`src/rtl/axi_b_resp_gen.sv`:
```
// axi_b_resp_gen: pairs AW commands with W burst completions in order and issues registered B responses.
// Error reporting (SLVERR on any errored beat) is compiled only with AXI_B_RESP_GEN_ERR_EN defined.
module axi_b_resp_gen #(
  parameter int ID_WIDTH   = 4,
  parameter int USER_WIDTH = 6,
  parameter int DEPTH      = 4
) (
  input  logic                  clk_i,
  input  logic                  rst_i,
  input  logic                  aw_valid_i,
  input  logic [ID_WIDTH-1:0]   aw_id_i,
  input  logic [USER_WIDTH-1:0] aw_user_i,
  output logic                  aw_ready_o,
  input  logic                  w_valid_i,
  input  logic                  w_last_i,
  input  logic                  w_err_i,
  output logic                  w_ready_o,
  output logic                  b_valid_o,
  output logic [1:0]            b_resp_o,
  output logic [ID_WIDTH-1:0]   b_id_o,
  output logic [USER_WIDTH-1:0] b_user_o,
  input  logic                  b_ready_i
);
  localparam int PW  = $clog2(DEPTH);
  localparam int CW  = PW + 1;
  localparam int AWW = ID_WIDTH + USER_WIDTH;
  typedef enum logic {EMPTY, FULL} state_t;
  state_t state, state_nxt;
  logic [AWW-1:0] aw_mem [DEPTH];
  logic [1:0]     cmp_mem [DEPTH];
  logic [PW-1:0]  aw_wp, aw_rp, cmp_wp, cmp_rp;
  logic [CW-1:0]  aw_cnt, cmp_cnt;
  logic           aw_push, w_acc, cmp_push, pop;
  logic [1:0]     cmp_resp;
  assign aw_ready_o = (aw_cnt != CW'(DEPTH)) && !rst_i;
  assign w_ready_o  = (cmp_cnt != CW'(DEPTH)) && !rst_i;
  assign aw_push    = aw_valid_i && aw_ready_o;
  assign w_acc      = w_valid_i && w_ready_o;
  assign cmp_push   = w_acc && w_last_i;
  assign pop        = (aw_cnt != '0) && (cmp_cnt != '0) && (state == EMPTY || b_ready_i);
`ifdef AXI_B_RESP_GEN_ERR_EN
  logic err_acc;
  assign cmp_resp = (err_acc || w_err_i) ? 2'b10 : 2'b00;
  always_ff @(posedge clk_i) begin
    if (rst_i) err_acc <= 1'b0;
    else if (w_acc) err_acc <= w_last_i ? 1'b0 : (err_acc || w_err_i);
  end
`else
  logic unused_err;
  assign unused_err = w_err_i;
  assign cmp_resp   = 2'b00;
`endif
  always_ff @(posedge clk_i) begin
    if (rst_i) begin
      aw_wp   <= '0;
      aw_rp   <= '0;
      aw_cnt  <= '0;
      cmp_wp  <= '0;
      cmp_rp  <= '0;
      cmp_cnt <= '0;
    end else begin
      if (aw_push) begin
        aw_mem[aw_wp] <= {aw_id_i, aw_user_i};
        aw_wp         <= aw_wp + 1'b1;
      end
      if (cmp_push) begin
        cmp_mem[cmp_wp] <= cmp_resp;
        cmp_wp          <= cmp_wp + 1'b1;
      end
      if (pop) begin
        aw_rp  <= aw_rp + 1'b1;
        cmp_rp <= cmp_rp + 1'b1;
      end
      aw_cnt  <= aw_cnt + CW'(aw_push) - CW'(pop);
      cmp_cnt <= cmp_cnt + CW'(cmp_push) - CW'(pop);
    end
  end
  always_ff @(posedge clk_i) begin
    if (rst_i) state <= EMPTY;
    else state <= state_nxt;
  end
  always_comb state_nxt = pop ? FULL : (b_ready_i ? EMPTY : state);
  always_comb b_valid_o = (state == FULL);
  always_ff @(posedge clk_i) begin
    if (rst_i) begin
      b_resp_o <= '0;
      b_id_o   <= '0;
      b_user_o <= '0;
    end else if (pop) begin
      b_resp_o           <= cmp_mem[cmp_rp];
      {b_id_o, b_user_o} <= aw_mem[aw_rp];
    end
  end
endmodule
```
`config.mk`:
```
export PLATFORM = sky130hd
export DESIGN_NAME = axi_b_resp_gen
export DESIGN_NICKNAME = d
export VERILOG_FILES = /design/src/rtl/axi_b_resp_gen.sv
export SDC_FILE = /design/constraint.sdc
export NUM_CORES = 1
export LEC_CHECK = 0
export ABC_AREA = 1
export CAP_MARGIN = 0
export CORE_MARGIN = 8
export CORE_UTILIZATION = 50
export CTS_CLUSTER_DIAMETER = 40
export DETAILED_ROUTE_END_ITERATION = 12
export PLACE_DENSITY = 0.73
export SLEW_MARGIN = 0
export SYNTH_ARGS = -nofsm -noshare
export SYNTH_HDL_FRONTEND = slang
export SYNTH_SLANG_ARGS = --single-unit
```
`constraint.sdc`:
```
create_clock -name clk_i -period 2.75 [get_ports clk_i]
set_input_delay 0.55 -clock clk_i [delete_from_list [all_inputs] [get_ports clk_i]]
set_output_delay 0.55 -clock clk_i [all_outputs]
set_load 0.03 [all_outputs]
```
# After elaboration in Yosys (flattened, before gate mapping)
# Memory sizes are Yosys's and may differ from the RTL's. A register that Yosys moved wholly into a read port is not among the register bits.
# Cells that the tools add are included.
# op_classes
add_sub_neg	6
multipliers	0
n_div	0
order_cmp	0
eq_ne	2
shifts	0
mux	5
bitwise	1
n_reduce_logical	12
# ops
cell	count
$logic_and A1 B1 Y1	7
$add A3 B1 Y3	2
$ne A3 B3 Y1 const B	2
$reduce_bool A3 Y1	2
$sub A3 B1 Y3	2
$mux W1	5
$add A2 B1 Y2 const B	2
$reduce_bool A2 Y1	1
$logic_not A1 Y1	1
$logic_or A1 B1 Y1	1
$not A1 Y1	1
# totals
register_bits	13
latchBits	0
ramBits	40
rom_bits	0
input_bits	17
output_inout_bits	15
elab_cells	33
n_memories	1
# memory_table
name	words	width	rd	rd_clocked_by_memory_dff	write_ports	line	source
aw_mem	4	10	1	1	1	29	logic [AWW-1:0] aw_mem [DEPTH];

# Depth between registers and ports, before layout
# Gate-level depths: netlist (run 1).
# depth
depth_word	6
mapped_depth	13
ltp_nobuf	12

# Worst setup path before layout (run 1)
# Ideal clock, no wire load.
# synth_timing
path_type	input-to-reg
from	input port rst_i
to	register cmp_cnt[2]
setup_ns	0.121
t_arrival_ns	2.612
required_ns	2.629
setup_slack_ns	0.018
cell_stages	11
path_buffers	1
cell_sequence	buf_2 -> a31oi_1 -> nand3_1 -> ha_1 -> inv_1 -> ha_1 -> inv_1 -> fa_1 -> xnor2_1 -> o21ai_0 -> a21oi_1
# synth_via
elab_chain_cells	6
# synth_rtl
element	line	source
start, declared	9	input logic rst_i,
$logic_not A1 Y1	36	assign w_ready_o = (cmp_cnt != CW'(DEPTH)) && !rst_i;
$logic_and A1 B1 Y1	36	
named net w_ready_o	17	output logic w_ready_o,
$logic_and A1 B1 Y1	38	assign w_acc = w_valid_i && w_ready_o;
$logic_and A1 B1 Y1	39	assign cmp_push = w_acc && w_last_i;
$add A3 B1 Y3	75	cmp_cnt <= cmp_cnt + CW'(cmp_push) - CW'(pop);
$sub A3 B1 Y3	75	
end signal, assigned	75	
end, declared	32	logic [CW-1:0] aw_cnt, cmp_cnt;
# The timed path passes the listed nets, and every way through them passes these cells.
# A chain may end at the register's enable or synchronous reset.

# Final worst setup path (run 1)
# layout_timing
from	input port rst_i
to	output port w_ready_o
# layout_via
elab_chain_cells	2
# layout_rtl
element	line
$logic_not A1 Y1	36
$logic_and A1 B1 Y1	36
end, declared	17
# No other way between the ends.

==> results of run 1 <==
## logic make-up after synthesis
group,share of synthesized area [%]
compound gates,5.53
xor+xnor,0.667
fa+ha+maj,5.34
buf+inv,7.86
flops,61.7
other cells,0.143
simple gates,18.7
## cell usage after synthesis, types with 2 or more instances
master	instances	area share [%]
nand2_1	41	5.9
buf_4	3	0.86
nor2_1	70	10
buf_2	6	1.1
fa_1	2	1.5
ha_1	8	3.8
o21ai_0	21	4.0
edfxtp_1	40	46
dfxtp_1	21	16
nand3_1	5	0.95
xnor2_1	2	0.67
a21oi_1	5	0.95
inv_1	33	4.7
## routing by layer
layer / vias to the layer above / GRT usage [%] / part of all wire, %
li1: 924 / - / -
met1: 805 / 17.1 / 46
met2: 46 / 20.1 / 46
met3: 10 / 4.36 / 7.0
met4: 0 / 8.14 / 1.7
met5: - / 0 / 0
## final timing paths
check / to / depth (start not counted)
worst max-delay path: w_ready_o / 3
worst min-delay path: aw_wp[1]$_SDFFE_PP0P_ / 2
worst max register to register: cmp_cnt[2]$_SDFF_PP0_ / 11
worst min register to register: aw_wp[1]$_SDFFE_PP0P_ / 2
## flip-flops by register name, summed over array words and instances, names as in the netlist
| name | flops |
|---|---|
| aw_mem | 40 |
| aw_rp | 2 |
| b_user_o | 6 |
| b_id_o | 4 |
| aw_cnt | 3 |
| aw_wp | 2 |
| cmp_cnt | 3 |
| b_valid_o | 1 |
## power by group through the flow
stage	clock (W)	sequential, W	combinational, W
after floorplan	0	0.00125	0.000674
after global placement	0	0.00117	0.000956
after detailed placement	0	0.00118	0.000981
after CTS	0.000966	0.00116	0.000990
after global routing	0.00102	0.00117	0.00113
final	0.000944	0.00116	0.000980
## through the flow
step | utilization, % | cell area (µm²) | worst slack (ns)
3_3_place_gp | 58.7 | 2980 | 0.125
3_5_place_dp | 58.7 | 2980 | 0.0961
2_1_floorplan | - | 2630 | 0.0176
5_1_grt | 63.6 | 3230 | 0.222
6_report | 63.6 | 3230 | 0.300
4_1_cts | 63.6 | 3230 | 0.288
## worst max-delay path, cell delays in order
cell             delay, ns
clkdlybuf4s50_1       0.42
a31oi_1               0.21
clkdlybuf4s50_1       0.72
## layout make-up
type	count	area, µm²
clock buffer	13	180
clock inverter	3	65.1
fill	431	1850
inverter	33	124
multi-input combinational	164	802
sequential	61	1620
tap	70	87.6
timing repair buffer	37	345
==> flow_summary.ini, run 1 <==
[floorplanning]
fp.dieH_um = 88.5
ios = 32
die_area_mm2 = 0.00783
coreArea_mm2 = 0.00507
die_x_um = 88.5
rows = 26
start_util_pct = 51.8

[global_routing]
grt_pass1_vias = 1680
antenna_found_initial = 0
grt_pass1_wl_mm = 7.89
overflow = 0
grt_usage_pct = 13.6
grt_max_degree = 25

[setup_path]
cp.required_ns = 2.20
rr_startpoint = cmp_cnt[1]$_SDFF_PP0_
start_kind = input port
crit_path_start = rst_i
critical_path.max_fanout = 2
end_kind = primary output
worst-setup-path-type = input port to primary output
critPathArrivalTime_ns = 1.90
reg2reg_slack_ns = 0.64

[synthesis]
synth_cells = 269
synth-main-ff-cell = edfxtp_1
synth_edf_count = 40
synth_cell_types = 25
yosysSeqAreaShare_pct = 61.7
yosys_warnings = 0
netlist_area_mm2 = 0.00263
ys_async_sr_fraction_pct = 0
synth_area_per_cell_um2 = 9.76
synth-seq-cells = 61

[pwr]
combPwrFrac_pct = 31.8
switching_share_pct = 32.5
vdd_drop_max_uv = 493
p_leak_nw = 1.32
pwr-share-seq_pct = 37.5
switchingPower_w = 0.00100
clockPowerShare_pct = 30.6
intPower_w = 0.00208
power.density_mw_per_mm2 = 955
finalPower_w = 0.00308

[layout]
drive_above_1_share_pct = 9.65
area_growth_pct = 22.8
final_cell_mix = nor2_1, nand2_1, edfxtp_1
diodes = 0
nNetsFinal = 333
instances_no_fill = 381
layout_commonest_cell = nor2_1

[place]
portBuffers = 28
dp_hpwl_mm = 3.14
dpl.cell_count = 365
place_congestion = 0.775

[timing]
setup_viol = 0
slew_headroom_pct = 62.9
rsz0062_at_grt = no
slew_viol_final = 0
fmax_mhz = 408
hold_slack_ns = 0.508
skew_ns = 0.00731
period_share_pct = 89.1
worstMarginPinSlew_ns = 0.556
hold_viol_final = 0
setup_tns_ns = 0
finalWorstPathRequiredPeriod_ns = 2.45

[clock_tree]
cts_buffers = 9
clkTransAtPathRegs_ns = 0.06
cts_tree = yes
clockRootBuffer = clkbuf_8
h-tree-depth = 3
hold_buffers = 0
cts.sinks = 61
clk_latency_ns = 0.33
cts_buffer_depth = 2
cts_resized = 0
postCtsSetupRepairBufs = 0

[drt]
drc = 0
antenna_left = 0
via_per_inst = 4.69
drt_iter0_drc = 134
vias = 1785
dr.pass1.iters = 4
wirelength_mm = 4.69
routedWlPerCell_um = 12.3

[run]
maxCapViolations = 0

[run_status]
outcome = completed

[min_path]
min_path_type = flop to flop
hp-start = aw_wp[1]$_SDFFE_PP0P_
Note: power is estimated with default switching activity, not from simulation.
==> inputs of run 2 (changes only) <==
- CORE_MARGIN: 8 -> unset
- GPL_TIMING_DRIVEN: unset -> 0
- REMOVE_ABC_BUFFERS: unset -> 1
==> run 2 against run 1 <==
Compared with the run above: worst hold slack worse by 0.0035 ns; core utilization decreased by 1.3 points; largest cell class unchanged; maximum frequency fell by 4.3%; count of clock-buffer cells in the layout is 3 lower; sequential share of layout area up 1.0 points; die area fell by 29%; final cell count is 1.8% lower; routed wire length fell by 1.4%; sequential power grew 3%; combinational power decreased by 5.2%; setup slack got worse by 0.11 ns; critical path type is now input port to flop.
==> flow_summary.ini, run 2 (synthesis gave the netlist of run 1 again) <==
[run_status]
outcome = completed

[setup_path]
start_kind = input port
end_kind = flop
worst_path_largest_cell_delay_ns = 0.45
slowest_stage = clkdlybuf4s50_1
critical_path.max_fanout = 13
critPathArrivalTime_ns = 2.79
path_delay_family = buffers and inverters
cp.required_ns = 2.98
worst-setup-path-type = input port to flop
path_buf_inv = 5
cpMostUsedCell = inv_1
crit_chain = clkdlybuf4s50_1 > inv_1 > nand2_1 > nand3_4 > inv_1 > ha_1 > inv_1 > ha_1 > inv_1 > fa_1 > xnor2_1 > o21ai_0 > a21oi_1

[clock_tree]
cts_buffer_depth = 2
clkTransAtPathRegs_ns = 0.07
cts.sinks = 61
clockRootBuffer = clkbuf_8
cts_tree = yes
cts_buffers = 9
clk_latency_ns = 0.33
h-tree-depth = 3

[pwr]
power.density_mw_per_mm2 = 952
vdd_drop_max_uv = 553
p_leak_nw = 1.28

[floorplanning]
start_util_pct = 51.8
rows = 26
coreArea_mm2 = 0.00507
die_area_mm2 = 0.00555
fp.dieH_um = 74.5
die_x_um = 74.5
ios = 32

[layout]
final_cell_mix = nor2_1, nand2_1, edfxtp_1
reg_top3 = aw_mem: 40 flops, b_user_o: 6 flops, b_id_o: 4 flops
area_growth_pct = 20.3
fin_area_mm2 = 0.00316
instances_no_fill = 374
nNetsFinal = 326
diodes = 0
largest_reg_flops = 40
top_register = aw_mem
layout_commonest_cell = nor2_1
drive_above_1_share_pct = 7.89

[place]
place_congestion = 0.778
placed_area_mm2 = 0.00292
dp_hpwl_mm = 2.77
portBuffers = 28
dpl.cell_count = 356

[drt]
dr.pass1.iters = 4
via_per_inst = 4.71
antenna_left = 0
drc = 0
routedWlPerCell_um = 12.4
drt_iter0_drc = 106
wirelength_mm = 4.62
vias = 1760

[min_path]
min_path_type = flop to flop

[global_routing]
grt_pass1_wl_mm = 7.11
grt_usage_pct = 18.5
antenna_found_initial = 0
grt_max_degree = 26
grt_pass1_vias = 1560
overflow = 0

[timing]
slew_viol_final = 0
fmax_mhz = 391
rsz0062_at_grt = no
skew_ns = 0.00629
slew_headroom_pct = 33.5
hold_viol_final = 0
setup_viol = 0
finalWorstPathRequiredPeriod_ns = 2.56
worstMarginPinSlew_ns = 0.994
period_share_pct = 93.1

[run]
maxCapViolations = 0
run 2: path summary, 6_finish.rpt:
path / start / endpoint / slack, ns / cells after the start
setup / recovery: b_ready_i / cmp_cnt[2]$_SDFF_PP0_ / 0.19 / 13
hold / removal: aw_wp[1]$_SDFFE_PP0P_ / aw_wp[1]$_SDFFE_PP0P_ / 0.50 / 2
setup reg to reg: cmp_cnt[1]$_SDFF_PP0_ / cmp_cnt[2]$_SDFF_PP0_ / 0.42 / 12
hold reg to reg: aw_wp[1]$_SDFFE_PP0P_ / aw_wp[1]$_SDFFE_PP0P_ / 0.50 / 2
run 2: final cells by class:
cell class | instances | area, µm²
tap | 70 | 87.6
clock inverter | 6 | 86.3
inverter | 33 | 128
sequential | 61 | 1620
fill | 430 | 1910
clock buffer | 10 | 138
multi-input combinational | 165 | 812
timing repair buffer | 29 | 288
run 2: where the power goes:
part | switching, W | internal, W | total, W
combinational | 0.000581 | 0.000347 | 0.000929
sequential | 0.000111 | 0.00109 | 0.00120
clock | 0.000343 | 0.000533 | 0.000876
run 2: timing repair:
| item | CTS | global route |
|---|---|---|
| setup endpoints to repair | 42 | 2 |
| gates cloned | 0 | 1 |
| hold buffers | 0 | 0 |
| gates resized for setup | 3 | 1 |
| setup buffers | 1 | 0 |
| pin swaps | 0 | 1 |
run 2: through the flow:
| step | power, W | hold WS [ns] | setup TNS, ns | worst slack [ns] | utilization [%] |
|---|---|---|---|---|---|
| 3_3_place_gp | 0.00209 | 0.496 | -21.24 | -0.553 | 57.4 |
| 6_report | 0.00301 | 0.505 | 0 | 0.191 | 62.3 |
| 4_1_cts | 0.00301 | 0.508 | 0 | 0.121 | 62.0 |
| 5_1_grt | 0.00319 | 0.536 | 0 | 0.0621 | 62.3 |
| 2_1_floorplan | 0.00185 | 0.474 | 0 | 0.185 | - |
| 3_5_place_dp | 0.00212 | 0.500 | -21.22 | -0.581 | 57.4 |
run 2: routing by layer:
layer	wire length, µm	vias to the layer above	GRT usage, %
met5	0	-	0
met2	2230	36	29.0
met4	104	0	13.2
met3	186	10	4.47
li1	-	916	-
met1	2100	798	22.4
run 2: worst register-to-register path, stage by stage, from the launching register on:
cell and delay (ns):
dfxtp_1 0.36, inv_1 0.09, nand3b_1 0.20, nand3_4 0.22, inv_1 0.18, ha_1 0.24, inv_1 0.05, ha_1 0.13
inv_1 0.05, fa_1 0.37, xnor2_1 0.14, o21ai_0 0.15, a21oi_1 0.05
